`src/rtl/mc_pkg.sv`:
```
// Shared definitions for the mc_hs_ctrl handshake controller.
// Holds the FSM state encoding (also exported on the debug state port),
// the instruction class codes driven on cls, and the halt cause codes on err.
package mc_pkg;

  typedef enum logic [2:0] {
    StIfReq  = 3'd0,
    StId     = 3'd1,
    StExe    = 3'd2,
    StMemReq = 3'd3,
    StWb     = 3'd4,
    StHalt   = 3'd5
  } mc_state_e;

  localparam logic [2:0] ClsAlu    = 3'd0;
  localparam logic [2:0] ClsLoad   = 3'd1;
  localparam logic [2:0] ClsStore  = 3'd2;
  localparam logic [2:0] ClsBranch = 3'd3;  // redirect, no writeback
  localparam logic [2:0] ClsLink   = 3'd4;  // jump with writeback

  localparam logic [1:0] ErrNone    = 2'd0;
  localparam logic [1:0] ErrTimeout = 2'd1;
  localparam logic [1:0] ErrIllegal = 2'd2;

  // Codes 5-7 are illegal classes.
  function automatic logic cls_legal(input logic [2:0] c);
    return c <= ClsLink;
  endfunction

endpackage

```
`src/rtl/mc_wait_timer.sv`:
```
// Wait counter for a single memory handshake.
// Ports:
//   clk, resetn : clock and synchronous active-low reset
//   clr         : restart the count (asserted on every FSM state change)
//   en          : the current cycle is a request cycle without ack
//   expired     : the count has reached TIMEOUT-1, so an un-acked cycle now
//                 is the TIMEOUT-th wait cycle and the handshake has failed
module mc_wait_timer #(
  parameter int unsigned TIMEOUT = 255
) (
  input  logic clk,
  input  logic resetn,
  input  logic clr,
  input  logic en,
  output logic expired
);

  localparam logic [15:0] Last = 16'(TIMEOUT - 1);

  logic [15:0] cnt_q, cnt_d;

  always_comb begin
    cnt_d = cnt_q;
    if (clr) begin
      cnt_d = '0;
    end else if (en && (cnt_q != Last)) begin
      cnt_d = cnt_q + 16'd1;
    end
  end

  always_ff @(posedge clk) begin
    if (!resetn) begin
      cnt_q <= '0;
    end else begin
      cnt_q <= cnt_d;
    end
  end

  // Depends only on the register; the caller gates it with the missing ack,
  // so an ack on the last allowed cycle still wins.
  assign expired = (cnt_q == Last);

endmodule

```
`src/rtl/mc_hs_ctrl.sv`:
```
// Multi-cycle instruction sequencer with req/ack handshakes to instruction
// and data memories.
// Ports:
//   clk, resetn             : clock, synchronous active-low reset
//   inst_req/addr/ack/rdata : fetch handshake; inst_addr always equals pc
//   ir                      : latched instruction word
//   cls                     : externally decoded class of ir
//   br_taken, br_target     : redirect, sampled in EXE for BRANCH/LINK only
//   data_req/wr/ack         : data handshake for LOAD/STORE
//   pc                      : address of the instruction in flight
//   rf_we, retire           : one-cycle writeback and completion strobes
//   retired_cnt             : wrapping count of retire pulses
//   err, state              : sticky halt cause and debug state encoding
module mc_hs_ctrl
  import mc_pkg::*;
#(
  parameter int unsigned         ADDR_W   = 32,
  parameter logic [ADDR_W-1:0]   RESET_PC = ADDR_W'(32'h1c00_0000),
  parameter int unsigned         TIMEOUT  = 255,
  parameter int unsigned         CNT_W    = 32
) (
  input  logic              clk,
  input  logic              resetn,
  output logic              inst_req,
  output logic [ADDR_W-1:0] inst_addr,
  input  logic              inst_ack,
  input  logic [31:0]       inst_rdata,
  output logic [31:0]       ir,
  input  logic [2:0]        cls,
  input  logic              br_taken,
  input  logic [ADDR_W-1:0] br_target,
  output logic              data_req,
  output logic              data_wr,
  input  logic              data_ack,
  output logic [ADDR_W-1:0] pc,
  output logic              rf_we,
  output logic              retire,
  output logic [CNT_W-1:0]  retired_cnt,
  output logic [1:0]        err,
  output logic [2:0]        state
);

  mc_state_e         state_q, state_d;
  logic [ADDR_W-1:0] pc_q, pc_d;
  logic [31:0]       ir_q, ir_d;
  logic [1:0]        err_q, err_d;
  logic [CNT_W-1:0]  cnt_q, cnt_d;

  logic timer_clr, timer_en, timer_expired;
  logic redirect;

  // Counter restarts on every state change, which covers entry to both
  // request states; it advances only on un-acked request cycles.
  assign timer_clr = (state_d != state_q);
  assign timer_en  = ((state_q == StIfReq) && !inst_ack) ||
                     ((state_q == StMemReq) && !data_ack);

  mc_wait_timer #(
    .TIMEOUT (TIMEOUT)
  ) u_wait_timer (
    .clk     (clk),
    .resetn  (resetn),
    .clr     (timer_clr),
    .en      (timer_en),
    .expired (timer_expired)
  );

  assign redirect = br_taken && ((cls == ClsBranch) || (cls == ClsLink));

  always_comb begin
    state_d  = state_q;
    pc_d     = pc_q;
    ir_d     = ir_q;
    err_d    = err_q;
    cnt_d    = cnt_q;
    inst_req = 1'b0;
    data_req = 1'b0;
    data_wr  = 1'b0;
    rf_we    = 1'b0;
    retire   = 1'b0;

    unique case (state_q)
      StIfReq: begin
        inst_req = 1'b1;
        if (inst_ack) begin
          ir_d    = inst_rdata;
          state_d = StId;
        end else if (timer_expired) begin
          err_d   = ErrTimeout;
          state_d = StHalt;
        end
      end

      StId: begin
        if (cls_legal(cls)) begin
          state_d = StExe;
        end else begin
          err_d   = ErrIllegal;
          state_d = StHalt;
        end
      end

      StExe: begin
        pc_d = redirect ? br_target : pc_q + ADDR_W'(4);
        unique case (cls)
          ClsLoad, ClsStore: state_d = StMemReq;
          ClsAlu, ClsLink:   state_d = StWb;
          ClsBranch: begin
            retire  = 1'b1;
            state_d = StIfReq;
          end
          default: begin
            // cls changed under a legal ir; treat as illegal
            pc_d    = pc_q;
            err_d   = ErrIllegal;
            state_d = StHalt;
          end
        endcase
      end

      StMemReq: begin
        data_req = 1'b1;
        data_wr  = (cls == ClsStore);
        if (data_ack) begin
          if (cls == ClsStore) begin
            retire  = 1'b1;
            state_d = StIfReq;
          end else begin
            state_d = StWb;
          end
        end else if (timer_expired) begin
          err_d   = ErrTimeout;
          state_d = StHalt;
        end
      end

      StWb: begin
        rf_we   = 1'b1;
        retire  = 1'b1;
        state_d = StIfReq;
      end

      StHalt: begin
        state_d = StHalt;
      end

      default: begin
        state_d = StHalt;
      end
    endcase

    if (retire) begin
      cnt_d = cnt_q + CNT_W'(1);
    end

    // Strobes are forced low while reset is held, before the edge that
    // samples it.
    if (!resetn) begin
      inst_req = 1'b0;
      data_req = 1'b0;
      data_wr  = 1'b0;
      rf_we    = 1'b0;
      retire   = 1'b0;
    end
  end

  always_ff @(posedge clk) begin
    if (!resetn) begin
      state_q <= StIfReq;
      pc_q    <= RESET_PC;
      ir_q    <= '0;
      err_q   <= ErrNone;
      cnt_q   <= '0;
    end else begin
      state_q <= state_d;
      pc_q    <= pc_d;
      ir_q    <= ir_d;
      err_q   <= err_d;
      cnt_q   <= cnt_d;
    end
  end

  assign inst_addr   = pc_q;
  assign pc          = pc_q;
  assign ir          = ir_q;
  assign err         = err_q;
  assign retired_cnt = cnt_q;
  assign state       = state_q;

endmodule

```
`config.mk`:
```
export PLATFORM = sky130hd
export DESIGN_NAME = mc_hs_ctrl
export DESIGN_NICKNAME = d
export VERILOG_FILES = /design/src/rtl/mc_pkg.sv /design/src/rtl/mc_wait_timer.sv /design/src/rtl/mc_hs_ctrl.sv
export SDC_FILE = /design/constraint.sdc
export NUM_CORES = 1
export LEC_CHECK = 0
export ABC_AREA = 1
export BUFFER_PORTS_ARGS = -buffer_cell sky130_fd_sc_hd__buf_2
export CAP_MARGIN = 10
export CORE_ASPECT_RATIO = 1.75
export CORE_MARGIN = 5
export CORE_UTILIZATION = 45
export DETAILED_ROUTE_END_ITERATION = 12
export PLACE_DENSITY = 0.74
export SLEW_MARGIN = 25
export SYNTH_ARGS = -nofsm -noshare
export SYNTH_HDL_FRONTEND = slang
export SYNTH_SLANG_ARGS = --single-unit
```
`constraint.sdc`:
```
create_clock -name clk -period 3.7 [get_ports clk]
set_input_delay 0.37 -clock clk [delete_from_list [all_inputs] [get_ports clk]]
set_output_delay 0.37 -clock clk [all_outputs]
set_load 0.02 [all_outputs]
```
==> impl_metrics.json <==
{
  "dpl.hpwl_microns": 15800,
  "antenna_found_initial": 0,
  "path_clk_slew_ps": 60,
  "yosysSeqAreaShare_pct": 33.3,
  "synth_cells": 1110,
  "synth_edf_count": 0,
  "gp_congestion": 0.932,
  "cts_hold_buf": 0,
  "worst-setup-path-type": "flip-flop to output port",
  "place_inst": 1443,
  "power_density_nw_per_um2": 490,
  "die_area_sq_um": 18300,
  "status": "complete, no violations",
  "finClkSkew_ps": 8.17,
  "dr.first_iter.drc_count": 331,
  "initial_core_util_pct": 45.7,
  "post_drt_wl_per_cell_microns": 14.3,
  "die_x_microns": 105,
  "setup_viol": 0,
  "grtUsageTotal_pct": 22.6,
  "numCtsBuffers": 17,
  "synth_top_area_share_pct": 33.3,
  "routed_via_density": 5.17,
  "worst_slack_ps": 925,
  "fin_nets": 1352,
  "finalCritPeriodShare_pct": 75.0,
  "power.total_mw": 4.17,
  "synth_warnings": 0,
  "ir_drop_v": 0.000405,
  "start_kind": "flip-flop",
  "leakage_nw": 3.92,
  "max_freq_mhz": 360,
  "synthFlopType": "dfxtp_1",
  "ys_ff_latch": 117,
  "finalHoldViolations": 0,
  "vias": 7615,
  "syn_nets": 1186,
  "rows": 60,
  "firstDrtPassIters": 5,
  "hold_class": "input port to flip-flop",
  "syn_to_final_growth_pct": 21.1,
  "die_h_microns": 175,
  "io_buffers": 209,
  "post-cts-setup-buffer-count": 0,
  "grt_pass1_vias": 7260,
  "synth.area.top_cells": "dfxtp_1 33%, nand2_1 15%, nor2_1 9.8%",
  "diodes": 0,
  "worst_setup_path_end_kind": "output port",
  "ant_nets": 0,
  "grt_first_pass_wirelength_microns": 34600,
  "syn_area_sq_um": 7040,
  "drive_gt1_share_pct": 22.3,
  "pre_cts_slack_ps": 1290,
  "synthArstFlopShare_pct": 0,
  "cts_tree": "built",
  "synth_largest_area_cell": "dfxtp_1",
  "tightest_slew_ps": 959,
  "cts_sinks": 117,
  "drt_wl_total_microns": 21100,
  "path_max_fanout": 28,
  "tns_ps": 0,
  "avgSynthCellArea_sq_um": 6.34,
  "fin_crit_ps": 2770,
  "ioPinCount": 210,
  "slew_violations": 0,
  "grt-ovfl-total": 0,
  "clkLatencyLatePin_ps": 410,
  "core_area_sq_um": 15400,
  "slew_headroom_pct": 36.0,
  "grt_setup_unrepaired": "no",
  "synth_cell_types": 42,
  "grt_max_degree": 57,
  "cts_buffer_depth": 2,
  "critPathRequiredTime_ps": 3330,
  "cts_root_buf": "clkbuf_16",
  "fin_cells": 1474,
  "cp_data_arrival_time_ps": 2400,
  "cts_resized": 0,
  "htree_levels": 4,
  "max-cap-violations": 0,
  "drc": 0
}
## per-layer routing
layer | vias to the layer above | GRT usage, % | share of wire (%)
met5 | - | 0 | 0
met4 | 0 | 10.2 | 3.7
met3 | 55 | 5.15 | 7.6
met2 | 324 | 40.9 | 51
met1 | 3394 | 24.6 | 38
li1 | 3842 | - | -
## layout by cell type, fill, tap and decap left out, types with 23 or more instances in the layout
master   netlist  layout
nand2_1      278     278
buf_2          8     209
nor2_1       184     184
dfxtp_1      117     117
inv_1        108     108
o21ai_0       75      75
nand3_1       64      64
a21oi_1       64      64
nor3_1        26      26
xor2_1        23      23
## synth_stat cells (3+ instances only)
| cell type | n |
|---|---|
| inv_1 | 108 |
| nor2_4 | 11 |
| buf_4 | 34 |
| nor2_1 | 184 |
| nor2_2 | 3 |
| clkbuf_1 | 22 |
| nor3_1 | 26 |
| o211ai_1 | 6 |
| ha_1 | 4 |
| dfxtp_1 | 117 |
| nand4_1 | 17 |
| xor2_1 | 23 |
| nand3_1 | 64 |
| or2_2 | 14 |
| nand2_4 | 3 |
| buf_2 | 8 |
| inv_2 | 6 |
| nand3b_1 | 17 |
| a21oi_1 | 64 |
| o21ai_0 | 75 |
| nand2_1 | 278 |
## per-stage QoR
step                      area, sq um  hold slack [ps]  utilization [%]
after floorplan                  7040              505                -
after global placement           7940              452             51.6
after detailed placement         7940              455             51.6
after CTS                        8520              170             55.4
after global routing             8520              175             55.4
final                            8520              179             55.4
## path summary, 6_finish.rpt
path	startpoint	endpoint	slack, ps	cells after the start
worst min-delay path	inst_rdata[26]	ir[26]	180	3
worst max-delay path	state[0]	retire	930	8
worst max register to register	state[0]	u_wait_timer.cnt_q[1]	1470	12
worst min register to register	err[1]	err[1]	460	2
## state kept, by name, indices dropped and copies added (netlist names)
name and cells:
ir 32, u_wait_timer.cnt_q 16, state 3, retired_cnt 32
inst_addr 32, err 2
## where the power goes
group	total [mW]	switching [mW]	leakage (nW)	internal, mW
clock network	1.64	0.639	0.274	0.997
logic	1.05	0.752	2.69	0.300
registers	1.48	0.0949	0.951	1.39
## cell families after synthesis
group	count (synthesis)	synth area share (%)
AOI/OAI and AO/OA	155	11.5
xor gates and xnor gates	25	3.11
adders and majority gates	4	0.711
buffers and inverters	182	11.9
DFF	117	33.3
muxes	1	0.142
and+or+nand+nor	626	39.3
## critical path, cell delays in order, from the launching register on
cell,delay (ps)
dfxtp_1,380
nor2_2,200
inv_1,70
nor2_1,140
nor2_1,80
nand2_2,410
inv_2,310
nor2_1,180
buf_2,210
## cell type report
type                       count  area, sq um
clock inverter                13          149
clock buffer                  18          429
multi-input combinational    811         3850
tap                          186          233
fill                        1556         6870
sequential                   117         2340
inverter                     116          438
timing repair buffer         213         1080
No activity file was read; power rests on OpenSTA's default activity.
